## config.mk

```make
export PLATFORM = sky130hd
export DESIGN_NAME = lcd_receiver
export DESIGN_NICKNAME = d
export VERILOG_FILES = /design/src/rtl/lcd_receiver.sv
export SDC_FILE = /design/constraint.sdc
export NUM_CORES = 1
export LEC_CHECK = 0
export BUFFER_PORTS_ARGS = -buffer_cell sky130_fd_sc_hd__buf_4
export CAP_MARGIN = 20
export CORE_ASPECT_RATIO = 0.7
export CORE_MARGIN = 2
export CORE_UTILIZATION = 50
export DETAILED_ROUTE_END_ITERATION = 8
export PLACE_DENSITY = 0.76
export SLEW_MARGIN = 20
export SYNTH_ARGS = -nofsm -noshare
export SYNTH_HDL_FRONTEND = slang
export SYNTH_SLANG_ARGS = --single-unit
```

## constraint.sdc

```tcl
create_clock -name clk -period 1.4 [get_ports clk]
set_input_delay 0.14 -clock clk [delete_from_list [all_inputs] [get_ports clk]]
set_output_delay 0.14 -clock clk [all_outputs]
set_load 0.02 [all_outputs]
```

## src/rtl/lcd_receiver.sv

```systemverilog
// HD44780-style 4-bit bus receiver: tracks the 3,3,3,2 init handshake, reassembles nibble pairs into bytes.
// Optional E-timing monitor is built when LCD_RECEIVER_TIMING_CHECK_EN is defined.
module lcd_receiver #(
    parameter int T_SETUP_NS      = 40,
    parameter int T_PW_NS         = 230,
    parameter int T_NIBBLE_GAP_NS = 1000,
    parameter int T_BYTE_GAP_NS   = 40000
) (
    input  logic       clk,
    input  logic       rst,
    input  logic [7:0] period_clk_ns,
    input  logic       lcd_e,
    input  logic       lcd_rs,
    input  logic       lcd_rw,
    input  logic [3:0] lcd_nibble,
    input  logic       clr_err,
    output logic [7:0] data_out,
    output logic       rs_out,
    output logic       data_valid,
    output logic       init_done,
    output logic       timing_err,
    output logic       proto_err
);
    typedef enum logic [2:0] {S_INIT0, S_INIT1, S_INIT2, S_INIT3, S_HIGH, S_LOW} state_t;

    state_t     state_q, state_d;
    logic       e_q, rs_q, rw_seen_q, armed_q, hi_rs_q;
    logic       rw_seen_d, armed_d, hi_rs_d;
    logic [3:0] nib_q, hi_q, hi_d;
    logic [7:0] data_out_q, data_out_d;
    logic       rs_out_q, rs_out_d, data_valid_q, data_valid_d;
    logic       init_done_q, init_done_d, proto_err_q, proto_err_d;
    logic       rise, fall, acc_fall;

    always_comb begin
        rise      = lcd_e & ~e_q;
        fall      = ~lcd_e & e_q;
        // A read anywhere inside the pulse poisons the whole strobe.
        acc_fall  = fall & armed_q & ~rw_seen_q;
        rw_seen_d = rise ? lcd_rw : (lcd_e ? (rw_seen_q | lcd_rw) : rw_seen_q);
        armed_d   = armed_q | rise;

        state_d      = state_q;
        hi_d         = hi_q;
        hi_rs_d      = hi_rs_q;
        data_out_d   = data_out_q;
        rs_out_d     = rs_out_q;
        data_valid_d = 1'b0;
        init_done_d  = init_done_q;
        proto_err_d  = proto_err_q & ~clr_err;

        if (fall & armed_q & rw_seen_q)
            proto_err_d = 1'b1;

        if (acc_fall) begin
            case (state_q)
                S_INIT0: state_d = (nib_q == 4'h3) ? S_INIT1 : S_INIT0;
                S_INIT1: state_d = (nib_q == 4'h3) ? S_INIT2 : S_INIT0;
                S_INIT2: state_d = (nib_q == 4'h3) ? S_INIT3 : S_INIT0;
                S_INIT3: begin
                    if (nib_q == 4'h2) begin
                        state_d     = S_HIGH;
                        init_done_d = 1'b1;
                    end else if (nib_q == 4'h3) begin
                        state_d = S_INIT3;
                    end else begin
                        state_d = S_INIT0;
                    end
                end
                S_HIGH: begin
                    hi_d    = nib_q;
                    hi_rs_d = rs_q;
                    state_d = S_LOW;
                end
                S_LOW: begin
                    data_out_d   = {hi_q, nib_q};
                    rs_out_d     = hi_rs_q;
                    data_valid_d = 1'b1;
                    state_d      = S_HIGH;
                    if (rs_q != hi_rs_q)
                        proto_err_d = 1'b1;
                end
                default: state_d = S_INIT0;
            endcase
        end
    end

    always_ff @(posedge clk) begin
        if (rst) begin
            state_q      <= S_INIT0;
            e_q          <= 1'b0;
            rs_q         <= 1'b0;
            nib_q        <= 4'h0;
            rw_seen_q    <= 1'b0;
            armed_q      <= 1'b0;
            hi_q         <= 4'h0;
            hi_rs_q      <= 1'b0;
            data_out_q   <= 8'h00;
            rs_out_q     <= 1'b0;
            data_valid_q <= 1'b0;
            init_done_q  <= 1'b0;
            proto_err_q  <= 1'b0;
        end else begin
            state_q      <= state_d;
            e_q          <= lcd_e;
            rs_q         <= lcd_rs;
            nib_q        <= lcd_nibble;
            rw_seen_q    <= rw_seen_d;
            armed_q      <= armed_d;
            hi_q         <= hi_d;
            hi_rs_q      <= hi_rs_d;
            data_out_q   <= data_out_d;
            rs_out_q     <= rs_out_d;
            data_valid_q <= data_valid_d;
            init_done_q  <= init_done_d;
            proto_err_q  <= proto_err_d;
        end
    end

`ifdef LCD_RECEIVER_TIMING_CHECK_EN
    localparam logic [23:0] SETUP_LIM = 24'(T_SETUP_NS);
    localparam logic [23:0] PW_LIM    = 24'(T_PW_NS);
    localparam logic [23:0] NGAP_LIM  = 24'(T_NIBBLE_GAP_NS);
    localparam logic [23:0] BGAP_LIM  = 24'(T_BYTE_GAP_NS);

    logic [23:0] setup_cnt_q, setup_cnt_d, pulse_cnt_q, pulse_cnt_d, gap_cnt_q, gap_cnt_d;
    logic        fall_seen_q, fall_seen_d, timing_err_q, timing_err_d, timing_new;

    function automatic logic [23:0] sat_add(input logic [23:0] cnt, input logic [7:0] inc);
        logic [24:0] sum;
        sum = {1'b0, cnt} + {17'd0, inc};
        return sum[24] ? 24'hFFFFFF : sum[23:0];
    endfunction

    always_comb begin
        setup_cnt_d = ((lcd_nibble != nib_q) || (lcd_rs != rs_q)) ? 24'd0
                                                                  : sat_add(setup_cnt_q, period_clk_ns);
        pulse_cnt_d = rise ? 24'd0 : sat_add(pulse_cnt_q, period_clk_ns);
        gap_cnt_d   = acc_fall ? 24'd0 : sat_add(gap_cnt_q, period_clk_ns);
        fall_seen_d = fall_seen_q | acc_fall;

        // Gap limit depends on whether the next strobe opens a byte or completes one.
        timing_new = (rise & (setup_cnt_q < SETUP_LIM))
                   | (fall & armed_q & (pulse_cnt_q < PW_LIM))
                   | (rise & fall_seen_q & init_done_q &
                      (((state_q == S_LOW)  && (gap_cnt_q < NGAP_LIM)) ||
                       ((state_q == S_HIGH) && (gap_cnt_q < BGAP_LIM))));
        timing_err_d = (timing_err_q & ~clr_err) | timing_new;
    end

    always_ff @(posedge clk) begin
        if (rst) begin
            setup_cnt_q  <= 24'd0;
            pulse_cnt_q  <= 24'd0;
            gap_cnt_q    <= 24'd0;
            fall_seen_q  <= 1'b0;
            timing_err_q <= 1'b0;
        end else begin
            setup_cnt_q  <= setup_cnt_d;
            pulse_cnt_q  <= pulse_cnt_d;
            gap_cnt_q    <= gap_cnt_d;
            fall_seen_q  <= fall_seen_d;
            timing_err_q <= timing_err_d;
        end
    end

    assign timing_err = timing_err_q;
`else
    logic unused_timing_cfg;
    assign unused_timing_cfg = ^{period_clk_ns, 32'(T_SETUP_NS), 32'(T_PW_NS),
                                 32'(T_NIBBLE_GAP_NS), 32'(T_BYTE_GAP_NS)};
    assign timing_err = 1'b0;
`endif

    assign data_out   = data_out_q;
    assign rs_out     = rs_out_q;
    assign data_valid = data_valid_q;
    assign init_done  = init_done_q;
    assign proto_err  = proto_err_q;
endmodule

```

==> reports/results.txt, run 1 <==
Cell Int Power -> 1.01 mW
Cell Area, Synth -> 0.00117 mm2
Final instance area -> 0.00138 mm2
Maximum VDD drop -> 0.000582 V
Final slew viol count -> 0
Via Count -> 861
Leak -> 0.510 nW
Met1 usage -> 19.6%
Initial cell density of the core -> 53.4%
Clock sinks -> 28
P&R area growth vs syn -> 17.6%
Status -> finished, final reports clean
DRC Markers -> 0
Post-synth top cells -> 28 x dfxtp_1, 20 x nand2b_1, 11 x a21oi_1, 9 x mux2i_1, 9 x nor2b_1
Iter 0 DRT Violations -> 22
Setup ws final -> 0.102 ns
Largest net degree at the start of global routing -> 39
CP Class -> reg2reg
Sequential share of the synthesized area -> 47.9%
GP Congestion -> 0.763
Worst-path fanout max -> 4
Fillers -> 196
Total track usage -> 18.2%
Final Hold Fails -> 0
CTS tree -> built
CP max stage cell -> dfxtp_2
Critical path startpoint category -> flip-flop
Final setup fails -> 0
Slowest stage delay, CP -> 0.37 ns
Met2 usage -> 30.9%
Total CTS buffers -> 3
Vias in the first global route -> 852
Chip width -> 61.8 um
Post-DP Area -> 0.00133 mm2
Placement Setup Slack -> 0.0946 ns
Antenna Violating Nets Remaining -> 0
Final setup TNS -> 0 ns
Largest cells by area after synthesis -> dfxtp_1 48%, nand2b_1 11%, mux2i_1 7.7%
Core Footprint -> 0.00219 mm2
Share of layout cells above drive strength 1 -> 23.2%
Top cell type's share of synthesized area -> 47.9%
Post-synth net total -> 136
Pwr Total -> 1.29 mW
Reg clk slew, reported paths -> 0.14 ns
WL/cell -> 12.2 um
Clock tree buffer depth -> 2
Fmax -> 771 MHz
First-pass GRT wire length -> 3530 um
Sequential cell area -> 562 um2
Max cap viols -> 0
Yosys warning total -> 0
RSZ-0062 raised after global routing -> no
HPWL Detailed -> 1470 um
Root buf cell -> clkbuf_4
Net count reported at finish -> 157
Crit path time final -> 1.30 ns
Sw Pwr -> 0.282 mW
ANT cells -> 0
EDFF count, synth -> 0
Synth unique cells -> 30
Cells after Synth -> 118
Register share of total power -> 63.8%
Min-delay worst type -> in2reg
Pwr dens -> 941 mW/mm2
Async SR Flop Fraction -> 0%
Via-to-Cell Ratio -> 5.06
Fin Hold WS -> 0.00625 ns
GRT Residual Overflow -> 0
Multi-input combinational cell area -> 543 um2
Row count -> 14
Post-synth top area cell -> dfxtp_1
Clock latency at the later pin of the worst-skew pair -> 0.33 ns
Top Ports -> 31
Drt pass-1 iters -> 4
Most frequent cell after synthesis -> dfxtp_1
Logic pwr share -> 5.7%
Tcrit/Tclk final -> 92.7%
Clock power frac -> 30.5%
H-tree depth -> 1
Seq cells post-synth -> 28
Sw Ratio -> 21.7%
Post-synth top flop -> dfxtp_1
Crit path DAT -> 1.53 ns
Crit path cell chain -> nor4b_4 > a211oi_1 > a2111oi_1
WHS Path Cells -> 2
GR Util met3 -> 7.31%
CP Capture Type -> flip-flop
CP required -> 1.63 ns
Chip height -> 44.5 um
Dpl cells -> 165
Reg2Reg Depth -> 3
Synthesized area per cell -> 9.91 um2
Non-filler instance count after layout -> 170
# port buffers -> 21
Final Util -> 62.9%
Clk_skew -> 0.00168 ns
Die footprint -> 0.00275 mm2
Grt peak-use layer -> met2
Routed wire length -> 2080 um
Initial antenna violation count -> 0
==> layout make-up <==
class | instances | share of cell area, %
sequential | 28 | 40.8
multi-input combinational | 78 | 39.5
timing repair buffer | 24 | 13.1
tap | 32 | 2.91
clock buffer | 4 | 2.64
inverter | 4 | 1.09
==> layout by cell type (no fill, tap or decap), types with 2 or more instances in the layout <==
cell type  netlist  layout
buf_4            1      24
nor2_1           2       2
o21ai_1          5       5
inv_1            4       4
mux2i_1          9       9
a21oi_1         11      11
nor2b_1          9       9
nand2b_1        20      20
dfxtp_1         28      27
clkbuf_4         0       3
nand3_1          5       5
==> per-layer routing <==
| metal | routed length, um | part of all wire, % | up-vias |
|---|---|---|---|
| met2 | 967 | 46 | 23 |
| met4 | 43 | 2.1 | 0 |
| li1 | - | - | 437 |
| met5 | 0 | 0 | - |
| met3 | 85 | 4.1 | 4 |
| met1 | 986 | 47 | 397 |
==> worst paths after layout <==
path	startpoint	to	slack, ns
setup / recovery	nib_q[3]	state_q[0]	0.10
hold / removal	lcd_nibble[0]	nib_q[0]	0.006
setup reg to reg	nib_q[3]	state_q[0]	0.10
hold reg to reg	init_done	init_done	0.46
==> registers in the layout, summed over array words and instances, names as in the netlist, 3 cells and up <==
name / flops
nib_q: 4
state_q: 3
data_out: 8
hi_q: 4
==> cells by family after synthesis <==
group                  count (synthesis)  share of synthesized area (%)
flip-flops                            28                           47.9
other                                  1                          0.321
XOR/XNOR                               1                          0.749
buffers and inverters                 12                           5.67
AO/OA/AOI/OAI                         22                           10.8
AND/OR/NAND/NOR                       45                           26.8
multiplexers                           9                           7.70
==> what timing repair did <==
action,4_1_cts,5_1_grt
hold buffers,0,0
setup endpoints to repair,0,1
buffers inserted,0,1
gates resized for setup,0,1
endpoints found under the hold margin,0,0
==> power groups by stage <==
stage,Clock (mW),Sequential [mW],Combinational [mW]
2_1_floorplan,0,0.838,0.0497
3_3_place_gp,0,0.841,0.0699
3_5_place_dp,0,0.842,0.0722
4_1_cts,0.406,0.825,0.0722
5_1_grt,0.442,0.829,0.0811
6_report,0.395,0.826,0.0737
==> critical path, delay by kind of cell (launching register included) <==
family	cells	cell delay (ns)
AOI/OAI and AO/OA	2	0.48
DFF	1	0.37
and+or+nand+nor	1	0.34
(Power assumes the default switching activity.)
==> inputs of run 2 (changes only) <==
==> constraint.sdc (replaced) <==
create_clock -name clk -period 1.3 [get_ports clk]
set_input_delay 0.13 -clock clk [delete_from_list [all_inputs] [get_ports clk]]
set_output_delay 0.13 -clock clk [all_outputs]
set_load 0.02 [all_outputs]
==> reports/results.txt, run 2 (same netlist as run 1, synthesis figures left out) <==
Hold Path End -> nib_q[0]
Final Util -> 64.3%
Sw Pwr -> 0.286 mW
Tcrit/Tclk final -> 96.6%
WHS Path Cells -> 2
Drt pass-1 iters -> 4
Clk_skew -> 0.00388 ns
Register share of total power -> 67.4%
Die footprint -> 0.00275 mm2
Grt peak-use layer -> met2
Fmax -> 796 MHz
Logic pwr share -> 6.6%
Status -> finished, final reports clean
DRC Markers -> 0
Clock latency at the later pin of the worst-skew pair -> 0.32 ns
Final Hold Fails -> 0
Largest net degree at the start of global routing -> 39
# port buffers -> 21
Family with the most delay on the worst path -> compound AO/OA/AOI/OAI gates
Most frequent cells in the layout -> 27 x dfxtp_1, 25 x buf_4, 20 x nand2b_1
Critical path startpoint category -> flip-flop
ANT cells -> 0
CTS tree -> built
Met1 usage -> 19.7%
Total track usage -> 16.8%
Final setup fails -> 0
RSZ-0062 raised after global routing -> no
GRT Residual Overflow -> 0
Fillers -> 200
HPWL Detailed -> 1380 um
Chip width -> 61.8 um
Row count -> 14
Reg2Reg Depth -> 3
Via-to-Cell Ratio -> 5.11
Share of layout cells above drive strength 1 -> 25.5%
Via Count -> 884
Worst r2r dst -> state_q[0]
Clock tree buffer depth -> 2
Hold Crit Start -> lcd_nibble[0]
First-pass GRT wire length -> 3330 um
Crit. path cell count -> 3
Chip height -> 44.5 um
Max cap viols -> 0
Final slew viol count -> 0
H-tree depth -> 1
Crit path time final -> 1.26 ns
CP Class -> reg2reg
P&R area growth vs syn -> 20.3%
Net count reported at finish -> 161
GP Congestion -> 0.763
Top Ports -> 31
CP Capture Type -> flip-flop
RR Startpoint -> state_q[2]
Leak -> 0.526 nW
Initial antenna violation count -> 0
Crit path cell chain -> nor4b_4 > a211oi_1 > a2111oi_1
Root buf cell -> clkbuf_4
CP required -> 1.51 ns
R2R Setup Slk -> 0.04 ns
Maximum VDD drop -> 0.000477 V
Core Footprint -> 0.00219 mm2
Slowest stage delay, CP -> 0.37 ns
Reg clk slew, reported paths -> 0.14 ns
Final setup TNS -> 0 ns
Most common cell after layout, fill and taps aside -> dfxtp_1
Crit path DAT -> 1.47 ns
Initial cell density of the core -> 53.4%
Met2 usage -> 27.8%
Routed wire length -> 2100 um
Number of flip-flops in the largest register -> 8
Worst-path fanout max -> 5
Antenna Violating Nets Remaining -> 0
Total CTS buffers -> 3
Iter 0 DRT Violations -> 29
Clock sinks -> 28
Sw Ratio -> 21.6%
Buf/Inv on CP -> 0
GR Util met3 -> 5.26%
Pwr dens -> 937 mW/mm2
Vias in the first global route -> 818
CP max stage cell -> dfxtp_2
Cell Int Power -> 1.03 mW
WL/cell -> 12.1 um
Clock power frac -> 26.0%
Min-delay worst type -> in2reg
==> run 2: changes by cell type in the layout (fill, tap and decap cells not counted), sizes merged <==
cell	change
buf	+1
clkbuf	-1
and3	+1
dlygate4sd3	+2
==> run 2: routing by layer <==
metal | routed length [um] | up-vias | part of all wire [%]
met3 | 76 | 2 | 3.6
met1 | 928 | 412 | 44
met4 | 20 | 0 | 0.95
met5 | 0 | - | 0
met2 | 1070 | 22 | 51
li1 | - | 448 | -
==> run 2: timing repair <==
item	in CTS	in global routing
gates cloned	0	1
pin swaps	1	3
endpoints found under the hold margin	1	1
buffers inserted	1	0
gates resized for setup	0	4
endpoints found under the setup margin	1	17
hold buffers	1	1
==> run 2: worst register-to-register path: stages, from the launching register on <==
cell	delay, ns
dfxtp_2	0.37
nor4b_4	0.33
a211oi_1	0.13
a2111oi_1	0.33
==> run 2: power groups by stage <==
stage / logic (mW) / clock network, mW / registers (mW)
final: 0.0874 / 0.343 / 0.889
after CTS: 0.0847 / 0.362 / 0.888
after detailed placement: 0.0798 / 0 / 0.907
after global routing: 0.0974 / 0.399 / 0.891
after global placement: 0.0777 / 0 / 0.906
after floorplan: 0.0535 / 0 / 0.903
==> run 2: layout make-up <==
cell class              instances  area [um2]  area share, %
multi-input cells              79         561           39.8
inverters                       4        15.0           1.07
well taps                      32        40.0           2.84
flip-flops and latches         28         562           39.9
repair buffers                 27         208           14.8
clock buffers                   3        22.5           1.60
==> run 2: worst max-delay path by stage <==
stage               slack (ns)  startpoint           to
CTS                      0.005    nib_q[3]   state_q[0]
global route             0.004  state_q[2]    init_done
detailed placement       0.006  state_q[2]   state_q[0]
finish                    0.04  state_q[2]   state_q[0]
global placement          0.05  state_q[2]   state_q[0]
floorplan                 0.08   rw_seen_q  data_out[0]
==> run 2: per-stage QoR <==
stage	power, mW	cell area [um2]	std cells	hold slack (ns)	setup slack, ns
finish	1.32	1410	173	0.0169	0.0440
global placement	0.983	1340	166	0.343	0.0464
CTS	1.33	1380	171	0.00337	0.00460
global route	1.39	1410	173	0.00998	0.00357
floorplan	0.956	1170	118	0.258	0.0755
detailed placement	0.987	1340	166	0.346	0.00590
